--- src/rtl/imem_loader.sv ---
// Boot loader: frames a byte stream (sync, 16-bit word count, little-endian words) into instruction RAM writes.
// Define IMEM_LOADER_CHECKSUM_EN to require a trailing XOR checksum byte before the CPU is released.
module imem_loader #(
   parameter int         ADDR_WIDTH = 10,
   parameter int         MAX_WORDS  = 256,
   parameter logic [7:0] SYNC_BYTE  = 8'hA5
) (
   input  logic        clk,
   input  logic        reset,
   input  logic [7:0]  rx_data,
   input  logic        rx_valid,
   output logic        rx_ready,
   output logic        mem_we,
   output logic [31:0] mem_address,
   output logic [31:0] mem_data,
   output logic        cpu_reset,
   output logic        done,
   output logic        error
);

   localparam int IW = ADDR_WIDTH - 2;

   typedef enum logic [2:0] {
      S_IDLE,
      S_CNT_LO,
      S_CNT_HI,
      S_DATA,
`ifdef IMEM_LOADER_CHECKSUM_EN
      S_CHECK,
`endif
      S_DONE,
      S_ERROR
   } state_t;

   state_t        state_q, state_d;
   logic [15:0]   count_q, count_d;
   logic [IW-1:0] idx_q, idx_d;
   logic [1:0]    lane_q, lane_d;
   logic [23:0]   word_q, word_d;
   logic          mem_we_q, mem_we_d;
   logic [31:0]   mem_address_q, mem_address_d;
   logic [31:0]   mem_data_q, mem_data_d;
   logic          rx_ready_q, rx_ready_d;
   logic          cpu_reset_q, cpu_reset_d;
   logic          done_q, done_d;
   logic          error_q, error_d;
`ifdef IMEM_LOADER_CHECKSUM_EN
   logic [7:0]    csum_q, csum_d;
`endif

   logic        fire;
   logic [15:0] cnt_in;

   assign fire   = rx_valid & rx_ready_q;
   assign cnt_in = {rx_data, count_q[7:0]};

   always_comb begin
      state_d       = state_q;
      count_d       = count_q;
      idx_d         = idx_q;
      lane_d        = lane_q;
      word_d        = word_q;
      mem_we_d      = 1'b0;
      mem_address_d = mem_address_q;
      mem_data_d    = mem_data_q;
`ifdef IMEM_LOADER_CHECKSUM_EN
      csum_d        = csum_q;
`endif
      case (state_q)
         S_IDLE: begin
            if (fire && rx_data == SYNC_BYTE) state_d = S_CNT_LO;
         end
         S_CNT_LO: begin
            if (fire) begin
               count_d[7:0] = rx_data;
               state_d      = S_CNT_HI;
            end
         end
         S_CNT_HI: begin
            if (fire) begin
               count_d = cnt_in;
               if (cnt_in == 16'd0 || cnt_in > 16'(MAX_WORDS)) begin
                  state_d = S_ERROR;
               end else begin
                  state_d = S_DATA;
                  idx_d   = '0;
                  lane_d  = 2'd0;
`ifdef IMEM_LOADER_CHECKSUM_EN
                  csum_d  = 8'd0;
`endif
               end
            end
         end
         S_DATA: begin
            if (fire) begin
`ifdef IMEM_LOADER_CHECKSUM_EN
               csum_d = csum_q ^ rx_data;
`endif
               case (lane_q)
                  2'd0: word_d[7:0]   = rx_data;
                  2'd1: word_d[15:8]  = rx_data;
                  2'd2: word_d[23:16] = rx_data;
                  default: begin
                     mem_we_d      = 1'b1;
                     mem_data_d    = {rx_data, word_q};
                     mem_address_d = 32'({idx_q, 2'b00});
                     idx_d         = idx_q + 1'b1;
                  end
               endcase
               lane_d = lane_q + 2'd1;
               // Last word of the image: the count was range-checked, so count_q-1 fits the index.
               if (lane_q == 2'd3 && 16'(idx_q) == count_q - 16'd1) begin
`ifdef IMEM_LOADER_CHECKSUM_EN
                  state_d = S_CHECK;
`else
                  state_d = S_DONE;
`endif
               end
            end
         end
`ifdef IMEM_LOADER_CHECKSUM_EN
         S_CHECK: begin
            if (fire) state_d = (rx_data == csum_q) ? S_DONE : S_ERROR;
         end
`endif
         default: ;
      endcase

      // Status lags state by a cycle so the final write lands before the CPU is released.
      done_d      = done_q | (state_q == S_DONE);
      cpu_reset_d = cpu_reset_q & (state_q != S_DONE);
      error_d     = error_q | (state_q == S_ERROR);
      rx_ready_d  = (state_d != S_DONE) && (state_d != S_ERROR);
   end

   always_ff @(posedge clk) begin
      if (reset) begin
         state_q       <= S_IDLE;
         count_q       <= '0;
         idx_q         <= '0;
         lane_q        <= '0;
         word_q        <= '0;
         mem_we_q      <= 1'b0;
         mem_address_q <= '0;
         mem_data_q    <= '0;
         rx_ready_q    <= 1'b1;
         cpu_reset_q   <= 1'b1;
         done_q        <= 1'b0;
         error_q       <= 1'b0;
`ifdef IMEM_LOADER_CHECKSUM_EN
         csum_q        <= '0;
`endif
      end else begin
         state_q       <= state_d;
         count_q       <= count_d;
         idx_q         <= idx_d;
         lane_q        <= lane_d;
         word_q        <= word_d;
         mem_we_q      <= mem_we_d;
         mem_address_q <= mem_address_d;
         mem_data_q    <= mem_data_d;
         rx_ready_q    <= rx_ready_d;
         cpu_reset_q   <= cpu_reset_d;
         done_q        <= done_d;
         error_q       <= error_d;
`ifdef IMEM_LOADER_CHECKSUM_EN
         csum_q        <= csum_d;
`endif
      end
   end

   assign rx_ready    = rx_ready_q;
   assign mem_we      = mem_we_q;
   assign mem_address = mem_address_q;
   assign mem_data    = mem_data_q;
   assign cpu_reset   = cpu_reset_q;
   assign done        = done_q;
   assign error       = error_q;

endmodule
--- config.mk ---
export PLATFORM = sky130hd
export DESIGN_NAME = imem_loader
export DESIGN_NICKNAME = d
export VERILOG_FILES = /design/src/rtl/imem_loader.sv
export SDC_FILE = /design/constraint.sdc
export NUM_CORES = 1
export LEC_CHECK = 0
export CAP_MARGIN = 20
export CORE_MARGIN = 2
export CORE_UTILIZATION = 45
export DETAILED_ROUTE_END_ITERATION = 8
export GPL_TIMING_DRIVEN = 1
export HOLD_SLACK_MARGIN = 0.15
export PLACE_DENSITY = 0.73
export SLEW_MARGIN = 20
export SYNTH_ARGS = -nofsm -noshare
export SYNTH_HDL_FRONTEND = slang
export SYNTH_SLANG_ARGS = --single-unit
export TNS_END_PERCENT = 20
--- constraint.sdc ---
create_clock -name clk -period 2.45 [get_ports clk]
set_input_delay 0.49 -clock clk [delete_from_list [all_inputs] [get_ports clk]]
set_output_delay 0.49 -clock clk [all_outputs]
set_load 0.03 [all_outputs]
==> metrics.cfg, run 1 <==
[clocking]
clock_latency_ns=0.37
cts_inserted_buffers=9
htree_levels=3
clk_pin_slew_ns=0.09
cts-root-buf=clkbuf_8
cts_max_path_buffers=2
cts.sinks=98
cts_hold_buf=0
cts_tree=built

[hold_path]
hold_class=flop to flop
whs_path_depth=2

[die]
io_pins=80
die_width_um=102
die_height_um=102
core-area_sq_um=9280
start_util_pct=46.7
num_rows=35
die_area_sq_um=10400

[route]
vias=3884
drtAntennaViolNets=0
drc=0
top_layer_used=met4
drt_wl_total_um=10700
wl_met2_um=5000
met1Wirelength_um=4850
vias_per_cell=5.30
post_drt_wl_per_cell_um=14.6
drt-pass1-iter-count=5
drtIter0Drc=220
dr_wl_met3_um=659

[timing]
finClkSkew_ns=0.0102
max_slew_margin_pct=58.1
hold_violations=0
setup_viol=0
rsz0062_at_grt=yes
fmax_ghz=0.423
drv_slew=0
worstMarginPinSlew_ns=0.623
fin_crit_ns=2.37
period_share_pct=96.6

[cells_and_area]
nets=616
final_area_sq_um=5290
final_common_cell=nand2_1
drive_gt1_share_pct=9.77
syn_to_final_growth_pct=22.0
finalNonFillerCells=733
insertedDiodeCount=0
final_cell_mix=nand2_1, dfxtp_1, a21oi_1

[global_routing]
grt_first_pass_wirelength_um=17500
grt_max_degree=95
grt_antenna_before_repair=0
grt_pass1_vias=3593
globalRouteOverflowTotal=0
grtUsageTotal_pct=21.2

[placement]
dpl_cell_area_sq_um=5080
port_buffers=55
place_inst=717
dp.final_hpwl_um=7450
gp_congestion=0.947

[yosys]
synthCells=540
ys_warn_count=0
synth_cell_types=54
synth_seq_area_share_pct=45.3
synth_seq_cells=98
async_flop_share_pct=0
avgSynthCellArea_sq_um=8.02
synth_flop_cell=dfxtp_1
synth_edf_count=0
synthesis.area_sq_um=4330

[worst_setup_path]
crit_type=flop to flop
startpoint_type=flop
arrival_ns=2.68
cpMaxStageDelayCell=or4b_4
end_kind=flop
crit_path_max_incr_delay_ns=0.52
crit_cells=7
crit_family=simple AND/OR/NAND/NOR gates
crit_fanout=7
cp_cell_sequence=inv_1 -> ha_2 -> or4b_4 -> or3_4 -> a41o_4 -> or4_1 -> nand2_1
path_buf_inv=1
crit_required_ns=2.76
r2r_cells=7

[power]
p_leak_nw=1.77
power_density_nw_per_um2=532
peakVddDrop_v=0.000291

[status]
status=completed

[flow_run]
maxCapViolCount=0

[cell type report]
type / instances / area, sq um
Fill cell: 887 / 4000
Multi-Input combinational cell: 397 / 2130
Sequential cell: 98 / 1960
Timing Repair Buffer: 84 / 801
Tap cell: 129 / 161
Clock buffer: 10 / 128
Clock inverter: 6 / 72.6
Inverter: 9 / 33.8
[per-stage QoR]
step,utilization (%),setup TNS [ns],hold WS (ns),total power [mW],setup WS [ns]
3_5_place_dp,54.7,-0.686,0.444,1.78,-0.213
4_1_cts,56.9,0,0.461,2.84,0.0269
5_1_grt,56.9,-0.0814,0.479,2.91,-0.0240
6_report,56.9,0,0.457,2.81,0.0834
3_3_place_gp,54.7,-0.189,0.439,1.78,-0.122
2_1_floorplan,-,0,0.432,1.75,0.224
[worst reg2reg max path, delay by kind of cell, from the launching register on]
| kind | cells | cell delay [ns] |
|---|---|---|
| AND/OR/NAND/NOR | 4 | 1.49 |
| flip-flops | 1 | 0.33 |
| AO/OA/AOI/OAI | 1 | 0.25 |
| adder cells (fa/ha/maj) | 1 | 0.18 |
| buffers and inverters | 1 | 0.06 |
[cells in the mapped netlist (2+ instances only)]
cell / n / area (sq um)
a211oi_1: 2 / 15.0
a21o_1: 2 / 15.0
a21oi_1: 86 / 430
a311oi_1: 2 / 17.5
a41oi_1: 4 / 35.0
and2_1: 6 / 37.5
and3_1: 2 / 12.5
buf_4: 24 / 180
clkbuf_1: 34 / 128
dfxtp_1: 98 / 1960
ha_1: 6 / 75.1
inv_1: 9 / 33.8
mux2i_1: 7 / 70.1
nand2_1: 125 / 469
nand2b_1: 2 / 12.5
nand3_1: 30 / 150
nand4_1: 5 / 31.3
nand4b_1: 2 / 17.5
nor2_1: 22 / 82.6
nor3_1: 2 / 10.0
nor3b_1: 2 / 15.0
nor4_1: 4 / 25.0
o2111ai_1: 2 / 17.5
o211ai_1: 3 / 22.5
o21ai_0: 15 / 75.1
or3_1: 3 / 18.8
or4_1: 6 / 45.0
xnor2_1: 5 / 43.8
xor2_1: 5 / 43.8
[per-layer routing]
metal,vias up,track usage [%]
met3,15,3.49
met2,127,33.4
met5,-,0
met4,0,10.2
met1,1811,28.4
li1,1931,-
[logic make-up (layout without fill, tap and decap cells)]
| group | after synthesis | count (layout) | synth area share, % |
|---|---|---|---|
| AO/OA/AOI/OAI | 128 | 128 | 17.4 |
| XOR/XNOR | 10 | 10 | 2.02 |
| adder cells (fa/ha/maj) | 6 | 6 | 1.73 |
| buffers and inverters | 68 | 109 | 8.00 |
| flip-flops | 98 | 98 | 45.3 |
| multiplexers | 7 | 7 | 1.62 |
| other | 1 | 24 | 0.0865 |
| AND/OR/NAND/NOR | 222 | 222 | 23.9 |
[worst paths after layout]
| path | from | endpoint | slack (ns) |
|---|---|---|---|
| max | count_q[1] | idx_q[6] | 0.08 |
| min | word_q[3] | mem_data[3] | 0.46 |
| max reg2reg | count_q[1] | idx_q[6] | 0.08 |
| min reg2reg | word_q[3] | mem_data[3] | 0.46 |
[timing repair]
item	4_1_cts	5_1_grt
buffers inserted	0	0
gates resized for setup	0	2
endpoints found under the setup margin	0	5
[report_power, final]
part,switching (mW),internal [mW]
Clock,0.585,0.483
Combinational,0.113,0.0392
Sequential,0.000311,1.59
[state kept, by name, indices dropped and copies added, names as in the netlist]
| name | flops |
|---|---|
| lane_q | 2 |
| mem_data | 32 |
| state_q | 3 |
| done | 1 |
| error | 1 |
| mem_address | 8 |
| idx_q | 8 |
| mem_we | 1 |
| count_q | 16 |
| word_q | 24 |
| rx_ready | 1 |
| cpu_reset | 1 |
(Power assumes the default switching activity.)
==> run 2: changes to the inputs <==
Settings changed: CTS_CLUSTER_DIAMETER from default to 30, PLACE_DENSITY 0.73 to 0.76.
Clock period 2.45 ns to 1.9 ns, I/O delays scaled along.
==> run 2 against run 1 <==
Net effect:
- the run now ends with setup timing left
- final area is 7.7% higher
- sequential power is 29% higher
- via count is 6.3% higher
- combinational power is 34% higher
- flip-flop and latch count stayed put
- register-to-register slack worse by 0.47 ns
- cell count is 5.9% higher
- die area stayed put
- critical endpoint is now state_q[1]
==> metrics.cfg, run 2 (same netlist as run 1, synthesis figures left out) <==
[status]
status=complete, but fails checks
violations=setup timing

[worst_setup_path]
worstReg2RegStart=count_q[1]
startpoint_type=flop
crit_required_ns=2.18  ; -0.58 ns
worst-r2r-setup-slack_ns=-0.39  ; -0.47 ns
end_kind=flop
cpMaxStageDelayCell=or4b_4
arrival_ns=2.57  ; -0.11 ns
reg2reg_to=state_q[1]
crit_fanout=4  ; -3
r2r_cells=9  ; +2
crit_type=flop to flop
crit_path_max_incr_delay_ns=0.51  ; about the same
cp_cell_sequence=inv_2 -> ha_4 -> or4b_4 -> buf_6 -> or3_2 -> nand4_1 -> a2111oi_4 -> buf_4 -> a311oi_1

[clocking]
cts_hold_buf=0  ; unchanged
cts_inserted_buffers=9  ; unchanged
cts_max_path_buffers=2  ; unchanged
clock_latency_ns=0.37  ; about the same
cts_tree=built
cts-root-buf=clkbuf_8
cts.sinks=98  ; unchanged
htree_levels=3  ; unchanged
clk_pin_slew_ns=0.10  ; about the same

[timing]
timing.final.ws_setup_ns=-0.390  ; -0.474 ns
fmax_ghz=0.437  ; +3.3%
worstMarginPinSlew_ns=0.546  ; -0.0764 ns
finClkSkew_ns=0.00735  ; -0.00283 ns
hold_violations=0  ; unchanged
rsz0062_at_grt=yes
fin_setup_tns_ns=-3.89  ; -3.89 ns
setup_viol=14  ; +14
drv_slew=0  ; unchanged
fin_crit_ns=2.29  ; -0.0762 ns
max_slew_margin_pct=63.2  ; +5.1 points
period_share_pct=121  ; +24 points

[die]
start_util_pct=46.7  ; unchanged
num_rows=35  ; unchanged
io_pins=80  ; unchanged
die_area_sq_um=10400  ; unchanged
die_width_um=102  ; unchanged
core-area_sq_um=9280  ; unchanged
die_height_um=102  ; unchanged

[route]
post_drt_wl_per_cell_um=14.6  ; -0.21%
vias=4128  ; +6.3%
drtIter0Drc=226  ; +2.7%
drtAntennaViolNets=0  ; unchanged
drt_wl_total_um=11300  ; +5.6%
drt-pass1-iter-count=4  ; -1
vias_per_cell=5.32  ; +0.39%
drc=0  ; unchanged

[hold_path]
whs_path_depth=2  ; unchanged
worstHoldStart=mem_address[4]
min_to=mem_address[4]
hold_class=flop to flop

[cells_and_area]
final_area_sq_um=5690  ; +7.7%
drive_gt1_share_pct=17.2  ; +7.4 points
syn_to_final_growth_pct=31.4
nets=659  ; +7.0%
final_common_cell=nand2_1
insertedDiodeCount=0  ; unchanged
final_cell_mix=nand2_1, dfxtp_1, a21oi_1
largest_reg_flops=32  ; unchanged
post-route-util_pct=61.3  ; +4.4 points

[flow_run]
maxCapViolCount=0  ; unchanged

[placement]
post-place-ws_ns=-0.644  ; -0.430 ns
port_buffers=55  ; unchanged
gp_congestion=0.913  ; -3.6%
dpl_cell_area_sq_um=5400  ; +6.4%
dp.final_hpwl_um=8050  ; +8.0%

[global_routing]
grt_first_pass_wirelength_um=18400  ; +5.4%
grt_max_degree=70  ; -26%
globalRouteOverflowTotal=0  ; unchanged
grt_antenna_before_repair=0  ; unchanged
grt_pass1_vias=3865  ; +7.6%
grtUsageTotal_pct=22.4  ; +1.2 points

[power]
p_leak_nw=2.01  ; +13%
peakVddDrop_v=0.000494  ; +70%
fin_total_pwr_mw=3.66  ; +30%
power_density_nw_per_um2=643  ; +21%

==> run 2: critical path, delay by kind of cell, from the launching register on <==
kind / cells / cell delay, ns
adder cells (fa/ha/maj): 1 / 0.13
flip-flops: 1 / 0.34
AO/OA/AOI/OAI: 2 / 0.28
AND/OR/NAND/NOR: 3 / 1.07
buffers and inverters: 3 / 0.38
==> run 2: through the flow <==
stage / std cells / hold WS, ns
after floorplan: 563 / 0.432
after global placement: 758 / 0.438
after detailed placement: 758 / 0.446
after CTS: 774 / 0.460
after global routing: 776 / 0.477
final: 776 / 0.456
==> run 2: layout make-up <==
type | instances | area (sq um)
clock inverters | 7 | 82.6
inverters | 9 | 33.8
multi-input cells | 397 | 2200
well taps | 129 | 161
repair buffers | 127 | 1130
clock buffers | 9 | 124
flip-flops and latches | 98 | 1960
fillers | 807 | 3590
==> run 2: metal layers <==
metal	GRT usage, %	wire, um
met5	0	0
met4	7.28	293
met3	3.35	500
met2	38.6	5430
met1	29.0	5110
==> run 2: worst max-delay path by stage <==
| stage | from | end | slack, ns |
|---|---|---|---|
| after floorplan | count_q[0] | idx_q[5] | -0.22 |
| after global placement | rx_data[3] | idx_q[2] | -0.55 |
| after detailed placement | rx_data[3] | idx_q[2] | -0.64 |
| after CTS | count_q[1] | idx_q[6] | -0.30 |
| after global routing | count_q[1] | state_q[1] | -0.46 |
| final | count_q[1] | state_q[1] | -0.39 |
==> run 2: what timing repair did <==
action,in CTS,in global routing
hold endpoints to repair,0,0
gates resized for setup,6,5
buffers inserted,1,2
pin swaps,6,3
endpoints found under the setup margin,15,14
==> run 2: report_power, final <==
group	total (mW)	leakage (nW)	switching (mW)	internal, mW
combinational	0.203	1.12	0.148	0.0546
clock	1.40	0.0984	0.775	0.629
sequential	2.05	0.790	0.000207	2.05
==> run 3: changes to the inputs <==
Settings changed: PLACE_DENSITY 0.76 to 0.73.
Clock period 1.9 ns to 2.7 ns, I/O delays scaled along.
==> run 3 against run 2 <==
Net effect:
- the flow now finishes without violations
- sequential share of layout area is 3.1 points higher
- power shrank 31%
- first-iteration DRC count shrank 8.0%
- largest power group unchanged
==> metrics.cfg, run 3 (same netlist as run 1, synthesis figures left out) <==
[status]
status=completed

[route]
drt_wl_total_um=10500  ; -7.1%
drc=0  ; unchanged
drtIter0Drc=208  ; -8.0%
post_drt_wl_per_cell_um=14.5  ; -0.68%
drt-pass1-iter-count=5  ; +1
vias=3815  ; -7.6%
drtAntennaViolNets=0  ; unchanged
vias_per_cell=5.25  ; -1.2%

[cells_and_area]
final_common_cell=nand2_1
drive_gt1_share_pct=8.54  ; -8.6 points
multiInputGateArea_sq_um=2120  ; -3.4%
syn_to_final_growth_pct=20.5
seqCellArea_sq_um=1960  ; -0.13%
largest_reg_flops=32  ; unchanged
post-route-util_pct=56.2  ; -5.1 points
nFillCells=882  ; +9.3%
nets=610  ; -7.4%
final_area_sq_um=5220  ; -8.3%
insertedDiodeCount=0  ; unchanged
final_cell_mix=nand2_1, dfxtp_1, a21oi_1

[timing]
hold_violations=0  ; unchanged
timing.final.ws_setup_ns=0.191  ; +0.582 ns
setup_viol=0  ; -14
fmax_ghz=0.399  ; -8.7%
rsz0062_at_grt=no
drv_slew=0  ; unchanged
period_share_pct=92.9  ; -28 points
fin_crit_ns=2.51  ; +0.218 ns
max_slew_margin_pct=63.0  ; -0.24 points
finClkSkew_ns=0.00986  ; +0.00250 ns
worstMarginPinSlew_ns=0.555  ; +0.00864 ns

[placement]
gp_congestion=0.897  ; -1.8%
dp.final_hpwl_um=7420  ; -7.8%
dpl_cell_area_sq_um=5020  ; -7.0%
port_buffers=55  ; unchanged
post-place-ws_ns=-0.0148  ; +0.629 ns

[global_routing]
grtUsageTotal_pct=21.3  ; -1.2 points
grt_antenna_before_repair=0  ; unchanged
grt_first_pass_wirelength_um=17400  ; -5.6%
grt_max_degree=70  ; unchanged
grt_pass1_vias=3510  ; -9.2%
globalRouteOverflowTotal=0  ; unchanged

[clocking]
clk_pin_slew_ns=0.10  ; about the same
post_cts_resized=0  ; -6
clock_latency_ns=0.36  ; about the same
cts_max_path_buffers=2  ; unchanged
cts-root-buf=clkbuf_8
cts.sinks=98  ; unchanged
htree_levels=3  ; unchanged
cts_hold_buf=0  ; unchanged
cts_inserted_buffers=9  ; unchanged
cts_tree=built
postCtsSetupBuffers=0  ; -1

[power]
p_int_mw=1.91  ; -30%
seqPwrFrac_pct=56.8  ; +0.7 points
p_sw_mw=0.632  ; -32%
peakVddDrop_v=0.000306  ; -38%
fin_total_pwr_mw=2.54  ; -31%
p_comb_share_pct=5.2  ; -0.3 points
clkPwrFrac_pct=38.0  ; -0.4 points
p_leak_nw=1.74  ; -13%
power_density_nw_per_um2=487  ; -24%
switching_share_pct=24.8  ; -0.41 points

[hold_path]
hold_class=flop to flop
min_to=mem_data[16]
whs_path_depth=2  ; unchanged
worstHoldStart=word_q[16]

[die]
die_height_um=102  ; unchanged
die_width_um=102  ; unchanged
core-area_sq_um=9280  ; unchanged
die_area_sq_um=10400  ; unchanged
num_rows=35  ; unchanged
io_pins=80  ; unchanged
start_util_pct=46.7  ; unchanged

[worst_setup_path]
crit_type=flop to flop
worst-r2r-setup-slack_ns=0.19  ; +0.58 ns
arrival_ns=2.80  ; +0.23 ns
crit_required_ns=2.99  ; +0.81 ns
crit_start=count_q[0]
r2r_cells=8  ; -1
crit_fanout=12  ; +8
worstReg2RegStart=count_q[0]
startpoint_type=flop
end_kind=flop
reg2reg_to=idx_q[4]

[flow_run]
maxCapViolCount=0  ; unchanged

run 3: layout make-up:
class	instances	share of cell area (%)
Multi-Input combinational cell	397	40.7
Sequential cell	98	37.6
Timing Repair Buffer	78	14.2
Tap cell	129	3.09
Clock buffer	9	2.37
Clock inverter	6	1.41
Inverter	9	0.647
run 3: power groups by stage:
stage / combinational (mW) / sequential, mW / clock (mW)
3_3_place_gp: 0.129 / 1.48 / 0
3_5_place_dp: 0.130 / 1.48 / 0
2_1_floorplan: 0.107 / 1.48 / 0
4_1_cts: 0.131 / 1.44 / 0.988
6_report: 0.132 / 1.44 / 0.967
5_1_grt: 0.140 / 1.45 / 1.06
run 3: critical path: stages (launching register included):
cell and delay (ns):
dfxtp_1 0.36, inv_1 0.07, ha_1 0.20, or4b_4 0.53
o21ai_1 0.27, a41oi_1 0.18, buf_4 0.20, or4_1 0.47
a21oi_1 0.16
run 3: per-stage QoR:
stage	instances	hold WS [ns]	TNS, ns
6_report	726	0.449	0
2_1_floorplan	563	0.432	0
5_1_grt	726	0.476	0
4_1_cts	726	0.458	0
3_3_place_gp	711	0.436	0
3_5_place_dp	711	0.444	-0.0148
run 3: worst max path at each step:
stage | cells after the start | slack [ns] | to
final | 8 | 0.19 | idx_q[4]
after global routing | 8 | 0.08 | idx_q[4]
after CTS | 8 | 0.25 | idx_q[4]
after detailed placement | 7 | -0.01 | idx_q[4]
after global placement | 7 | 0.01 | idx_q[4]
after floorplan | 7 | 0.47 | idx_q[5]
run 3: metal layers:
metal	share of wire (%)	up-vias	routed length (um)	track usage (%)
li1	-	1915	-	-
met1	47	1770	4930	29.7
met2	46	115	4840	32.8
met3	5.0	15	526	3.28
met4	2.2	0	233	9.13
met5	0	-	0	0
